`src/rtl/core_seq_pkg.sv`:
```
// Shared encodings for the core_seq_ctrl sequencer slice:
// state codes, halt codes and PC constants.
package core_seq_pkg;

   localparam logic [2:0] ST_FETCH  = 3'd0;
   localparam logic [2:0] ST_DECODE = 3'd1;
   localparam logic [2:0] ST_EXEC   = 3'd2;
   localparam logic [2:0] ST_MEM    = 3'd3;
   localparam logic [2:0] ST_WB     = 3'd4;
   localparam logic [2:0] ST_HALT   = 3'd5;

   typedef enum logic [2:0] {
      S_FETCH  = ST_FETCH,
      S_DECODE = ST_DECODE,
      S_EXEC   = ST_EXEC,
      S_MEM    = ST_MEM,
      S_WB     = ST_WB,
      S_HALT   = ST_HALT
   } state_t;

   localparam logic [1:0] HALT_EBREAK  = 2'd0;
   localparam logic [1:0] HALT_ILLEGAL = 2'd1;
   localparam logic [1:0] HALT_TIMEOUT = 2'd2;

   localparam logic [31:0] RESET_PC_DEF = 32'h8000_0000;
   localparam logic [31:0] PC_INC       = 32'h4;
   localparam logic [31:0] JUMP_MASK    = 32'hFFFF_FFFE;

endpackage

```
`src/rtl/core_seq_wdog.sv`:
```
// Clearable handshake wait counter for core_seq_ctrl.
// tc marks the wait cycle whose miss would bring the count to 2^TIMEOUT_W-1.
module core_seq_wdog #(
   parameter int TIMEOUT_W = 8
) (
   input  logic clk,
   input  logic rst,
   input  logic clr,
   input  logic inc,
   output logic tc
);

   localparam logic [TIMEOUT_W-1:0] ONES = '1;
   localparam logic [TIMEOUT_W-1:0] LAST = ONES - TIMEOUT_W'(1);

   logic [TIMEOUT_W-1:0] cnt;

   always_ff @(posedge clk) begin
      if (rst || clr) begin
         cnt <= '0;
      end else if (inc) begin
         cnt <= cnt + TIMEOUT_W'(1);
      end
   end

   assign tc = (cnt == LAST);

endmodule

```
`src/rtl/core_seq_ctrl.sv`:
```
// Multi-cycle fetch/decode/exec/mem/wb sequencer owning the PC.
// Optional perf counters enabled by defining CORE_SEQ_PERF_EN.
module core_seq_ctrl
   import core_seq_pkg::*;
#(
   parameter logic [31:0] RESET_PC  = RESET_PC_DEF,
   parameter int          TIMEOUT_W = 8
) (
   input  logic        clk,
   input  logic        rst,
   output logic [31:0] pc_o,
   output logic        ifu_req_o,
   input  logic        ifu_rvalid_i,
   output logic        ir_we_o,
   input  logic        dec_rf_we_i,
   input  logic        dec_jump_i,
   input  logic [31:0] jump_target_i,
   input  logic        dec_load_i,
   input  logic        dec_store_i,
   input  logic        dec_ebreak_i,
   input  logic        dec_illegal_i,
   output logic        lsu_req_o,
   output logic        lsu_we_o,
   input  logic        lsu_ack_i,
   output logic        rf_we_o,
   output logic        halt_o,
   output logic [1:0]  halt_code_o
`ifdef CORE_SEQ_PERF_EN
   ,
   output logic [63:0] cycle_cnt_o,
   output logic [63:0] instret_o
`endif
);

   state_t      state;
   state_t      state_nxt;
   logic [31:0] pc;
   logic [1:0]  code;
   logic [1:0]  code_nxt;
   logic        wd_clr;
   logic        wd_inc;
   logic        wd_tc;

   core_seq_wdog #(
      .TIMEOUT_W (TIMEOUT_W)
   ) u_wdog (
      .clk (clk),
      .rst (rst),
      .clr (wd_clr),
      .inc (wd_inc),
      .tc  (wd_tc)
   );

   always_ff @(posedge clk) begin
      if (rst) begin
         state <= S_FETCH;
         pc    <= RESET_PC;
         code  <= HALT_EBREAK;
      end else begin
         state <= state_nxt;
         code  <= code_nxt;
         if (state == S_WB) begin
            pc <= dec_jump_i ? (jump_target_i & JUMP_MASK)
                             : pc + PC_INC;
         end
      end
   end

   always_comb begin
      state_nxt = state;
      code_nxt  = code;
      ifu_req_o = 1'b0;
      ir_we_o   = 1'b0;
      lsu_req_o = 1'b0;
      lsu_we_o  = 1'b0;
      rf_we_o   = 1'b0;
      wd_clr    = 1'b1;
      wd_inc    = 1'b0;
      unique case (state)
         S_FETCH: begin
            ifu_req_o = 1'b1;
            wd_clr    = 1'b0;
            if (ifu_rvalid_i) begin
               ir_we_o   = 1'b1;
               state_nxt = S_DECODE;
            end else if (wd_tc) begin
               state_nxt = S_HALT;
               code_nxt  = HALT_TIMEOUT;
            end else begin
               wd_inc = 1'b1;
            end
         end
         S_DECODE: begin
            if (dec_illegal_i) begin
               state_nxt = S_HALT;
               code_nxt  = HALT_ILLEGAL;
            end else if (dec_ebreak_i) begin
               state_nxt = S_HALT;
               code_nxt  = HALT_EBREAK;
            end else begin
               state_nxt = S_EXEC;
            end
         end
         S_EXEC: begin
            state_nxt = (dec_load_i || dec_store_i) ? S_MEM : S_WB;
         end
         S_MEM: begin
            lsu_req_o = 1'b1;
            lsu_we_o  = dec_store_i;
            wd_clr    = 1'b0;
            if (lsu_ack_i) begin
               state_nxt = S_WB;
            end else if (wd_tc) begin
               state_nxt = S_HALT;
               code_nxt  = HALT_TIMEOUT;
            end else begin
               wd_inc = 1'b1;
            end
         end
         S_WB: begin
            rf_we_o   = dec_rf_we_i & ~dec_store_i;
            state_nxt = S_FETCH;
         end
         S_HALT: begin
            state_nxt = S_HALT;
         end
         default: begin
            state_nxt = S_FETCH;
         end
      endcase
   end

   assign pc_o        = pc;
   assign halt_o      = (state == S_HALT);
   assign halt_code_o = code;

`ifdef CORE_SEQ_PERF_EN
   logic [63:0] cyc_cnt;
   logic [63:0] ret_cnt;

   always_ff @(posedge clk) begin
      if (rst) begin
         cyc_cnt <= '0;
         ret_cnt <= '0;
      end else begin
         if (state != S_HALT) begin
            cyc_cnt <= cyc_cnt + 64'd1;
         end
         if (state == S_WB) begin
            ret_cnt <= ret_cnt + 64'd1;
         end
      end
   end

   assign cycle_cnt_o = cyc_cnt;
   assign instret_o   = ret_cnt;
`else
   // Counters are not built in this configuration.
`endif

endmodule

```
`config.mk`:
```
export PLATFORM = sky130hd
export DESIGN_NAME = core_seq_ctrl
export DESIGN_NICKNAME = d
export VERILOG_FILES = /design/src/rtl/core_seq_pkg.sv /design/src/rtl/core_seq_wdog.sv /design/src/rtl/core_seq_ctrl.sv
export SDC_FILE = /design/constraint.sdc
export NUM_CORES = 1
export LEC_CHECK = 0
export ABC_AREA = 1
export CAP_MARGIN = 20
export CORE_UTILIZATION = 49
export CTS_CLUSTER_SIZE = 20
export DETAILED_ROUTE_END_ITERATION = 7
export PLACE_DENSITY = 0.78
export SLEW_MARGIN = 20
export SYNTH_ARGS = -nofsm -noshare
export SYNTH_HDL_FRONTEND = slang
export SYNTH_HIERARCHICAL = 1
export SYNTH_SLANG_ARGS = --single-unit
export TNS_END_PERCENT = 50
```
`constraint.sdc`:
```
create_clock -name clk -period 2.2 [get_ports clk]
set_clock_uncertainty 0.1 [all_clocks]
set_input_delay 0.22 -clock clk [delete_from_list [all_inputs] [get_ports clk]]
set_output_delay 0.22 -clock clk [all_outputs]
set_load 0.01 [all_outputs]
```
==> flow_summary_export.csv, run 1 <==
group,metric,value,unit
yosys,synth_cell_types,35,
drt,vias_per_cell,5.29,
finish,fin_util,66.7,%
global_route,grt_pass1_wl,14.0,mm
global_route,grt_pass1_vias,3157,
yosys,postSynthAreaPerCell,6.04,sq um
finish,fill_cells,553,
yosys,netlist.area_leader.share,29.6,%
yosys,synth_area,0.00298,sq mm
cts,cts_tree,"yes",
cts,clock-sinks,44,
worst_setup_path,crit_buf_inv,1,
placement,placed_area,0.00381,sq mm
worst_setup_path,path_max_fanout,15,
pwr,leakagePower,1.40,nW
floorplan,die-area,0.00639,sq mm
drt,ant_nets,0,
worst_setup_path,startpoint_type,"flop",
yosys,yosys.area_share.adder,1.26,%
worst_setup_path,reg2reg_slack,240,ps
worst_hold_path,hp-start,"halt_code_o[1]",
drt,num_vias,3417,
worst_setup_path,crit_type,"flop to output port",
cts,cts_resized,0,
flow_run,maxCapViolCount,0,
pwr,ir_worst_vdd,0.310,mV
global_route,grt_start_max_net_pins,26,
timing,grt_setup_unrepaired,"no",
cts,cts.clk_slew.worst_paths,80,ps
yosys,synthTopCellsByArea,"dfxtp_1, nand2_1, nor2_1, nand3_1, a21oi_1",
floorplan,die_h,79.9,microns
drt,wirelength,8.54,mm
worst_setup_path,crit_required,1880,ps
cts,cts_setup_buffers,0,
finish,multi_input_area,0.00183,sq mm
yosys,muxShareOfSynthArea,0,%
cts,clockBufferDepth,2,
timing,worst_pin_slew,640,ps
yosys,synth_xor_area_share,0.294,%
placement,gp_congestion,0.904,
drt,route.detailed.drc,0,
placement,detailed_place_hpwl,6.18,mm
global_route,grt_usage,28.1,%
worst_setup_path,slowest_stage,"clkdlybuf4s50_1",
timing,holdWs,358,ps
cts,clock-root-buffer,"clkbuf_8",
drt,initialDrtViolationCount,306,
timing,relSlewSlack,57.0,%
timing,drv_slew,0,
finish,ff_latch_area,881,sq um
floorplan,num_rows,28,
timing,finalSetupViolCount,0,
finish,antennaDiodeCount,0,
cts,cts-hold-fix-buffers,0,
yosys,yosysSeqAreaShare,29.6,%
yosys,syn_nets,538,
drt,first_pass_iters,5,
worst_setup_path,worstPathCellList,"nor2_2 -> nand2_2 -> nor2_1 -> clkdlybuf4s50_1",
drt,wire_per_inst,13.2,microns
yosys,syn-instance-count,493,
yosys,synth_compound_gate_area_share,12.9,%
timing,max_freq,479,MHz
worst_setup_path,timing.rr.end,"u_wdog/cnt[6]",
floorplan,core_area,0.00589,sq mm
finish,syn_to_final_growth,32.0,%
finish,fin_area,0.00393,sq mm
floorplan,die_w,79.9,microns
floorplan,initial_core_util,50.6,%
pwr,p_per_area,515,mW/mm^2
global_route,antenna_found_initial,0,
worst_setup_path,worstReg2RegStart,"u_wdog/cnt[0]",
finish,drive_above_1_share,8.41,%
cts,h-tree-depth,2,
worst_hold_path,hold_depth,2,
worst_setup_path,r2r_cells,10,
timing,fin_crit_sh,94.9,%
cts,clk_latency,300,ps
worst_hold_path,min_to,"halt_code_o[1]",
global_route,gr-total-overflow,0,
placement,io_buffers,79,
timing,post-route-min-period,2090,ps
worst_setup_path,crit_family,"simple AND/OR/NAND/NOR gates",
outcome,status,"finished clean",
timing,final.setup.worst_slack,112,ps
placement,preCtsSetupSlack,178,ps
finish,layout.nets,615,
timing,fin_setup_tns,0,ps
worst_setup_path,crit_arrival,1770,ps
floorplan,io_pins,82,
yosys,yosys_warnings,6,
yosys,synth_top_family_by_area,"simple AND/OR/NAND/NOR gates",
worst_setup_path,critPathMaxStageDelay,550,ps
yosys,ys_ff_latch,44,
worst_hold_path,hold_path_class,"flop to flop",
worst_setup_path,critPathCaptureType,"output port",
yosys,synth-simple-area-share,46.8,%
cts,cts_buffers,5,
yosys,yosysTopAreaCell,"dfxtp_1",
timing,finalHoldViolCount,0,
## sequential cells by signal (all words and copies together) (netlist names)
name and count:
state 3, halt_code_o 2, u_wdog/cnt 8, pc_o 31
## area by class of cell
cell class / instances / share of cell area [%]
Inverter: 46 / 4.40
Tap cell: 75 / 2.39
Clock buffer: 5 / 1.75
Multi-Input combinational cell: 388 / 46.7
Sequential cell: 44 / 22.4
Timing Repair Buffer: 85 / 21.3
Clock inverter: 3 / 1.08
## per-stage QoR
step	power (mW)	std cells
2_1_floorplan	1.18	493
3_3_place_gp	1.39	638
3_5_place_dp	1.40	638
4_1_cts	2.02	646
5_1_grt	2.13	646
6_report	2.02	646
## synth_stat cells
master    count
nor3_1       15
o21ai_0      13
buf_4         2
nor3b_1       1
o21ai_1       5
clkbuf_1      4
ha_1          3
nand4_1       7
o31ai_1       1
nand2_2       8
nand3_1      37
xor2_1        1
nand2_1     150
inv_1        40
nand3b_1      2
a211oi_1      1
nor2_1       73
buf_6         3
a21oi_1      30
a31oi_1       6
dfxtp_1      44
nor2_4        6
o21bai_1      1
o211ai_1      5
a21boi_0      1
nor2_2       10
nor4_1        3
nand2_4       1
a311oi_1      1
inv_2         6
conb_1        1
a22oi_1       3
buf_2         6
nor3_2        2
o21a_1        1
## tightest hold or removal path, stage by stage, from the launching register on
cell     delay, ps
dfxtp_1        320
inv_1           50
a21oi_1         50
## per-layer routing
layer | global-route usage [%] | vias to the layer above | part of all wire [%] | routed length (microns)
met2 | 49.0 | 160 | 46 | 3970
met3 | 5.71 | 12 | 8.8 | 751
met1 | 34.5 | 1499 | 44 | 3740
met4 | 8.39 | 0 | 1.0 | 88
met5 | 0 | - | 0 | 0
li1 | - | 1746 | - | -
## placed cells by master (no fill, tap or decap), types with 2 or more instances in the layout
cell type and n:
ha_1 3, inv_1 40, nand3_1 37, nor2_2 10, nor3_2 2, buf_4 6, clkbuf_8 5, nand4_1 7
nor2_4 6, o21ai_1 5, a21oi_1 29, nand2_2 8, o21ai_0 13, nor2_1 73, nand2_1 150, dfxtp_1 44
o211ai_1 5, nand3b_1 2, inv_2 6, a31oi_1 6, a22oi_1 3, nor4_1 3, clkdlybuf4s50_1 79, nor3_1 15
## worst max-delay path by stage
stage,startpoint,end,slack [ps],cells past startpoint
global placement,u_wdog/cnt[0],u_wdog/cnt[6],250,10
detailed placement,u_wdog/cnt[0],u_wdog/cnt[6],180,9
floorplan,state[1],u_wdog/cnt[6],350,11
CTS,state[0],rf_we_o,100,4
global route,state[0],rf_we_o,20,4
finish,state[0],rf_we_o,110,4
## cells by family after synthesis
logic type,Yosys count
AO/OA/AOI/OAI,68
buffers and inverters,61
adder cells (fa/ha/maj),3
AND/OR/NAND/NOR,315
XOR/XNOR,1
flip-flops,44
other,1
## report_power, final
| group | switching, mW | internal [mW] |
|---|---|---|
| clock network | 0.297 | 0.336 |
| registers | 0.0614 | 0.844 |
| logic | 0.252 | 0.231 |
| total | 0.611 | 1.41 |
Note: power is estimated with default switching activity, not from simulation.
==> inputs of run 2 (changes only) <==
--- a/config.mk
+++ b/config.mk
@@ -6,7 +6,6 @@
 export NUM_CORES = 1
 export LEC_CHECK = 0
 export ABC_AREA = 1
-export CAP_MARGIN = 20
 export CORE_UTILIZATION = 49
 export CTS_CLUSTER_SIZE = 20
 export DETAILED_ROUTE_END_ITERATION = 7
==> results of run 2 <==
Final layout, timing and power as in run 1 (identical DEF).
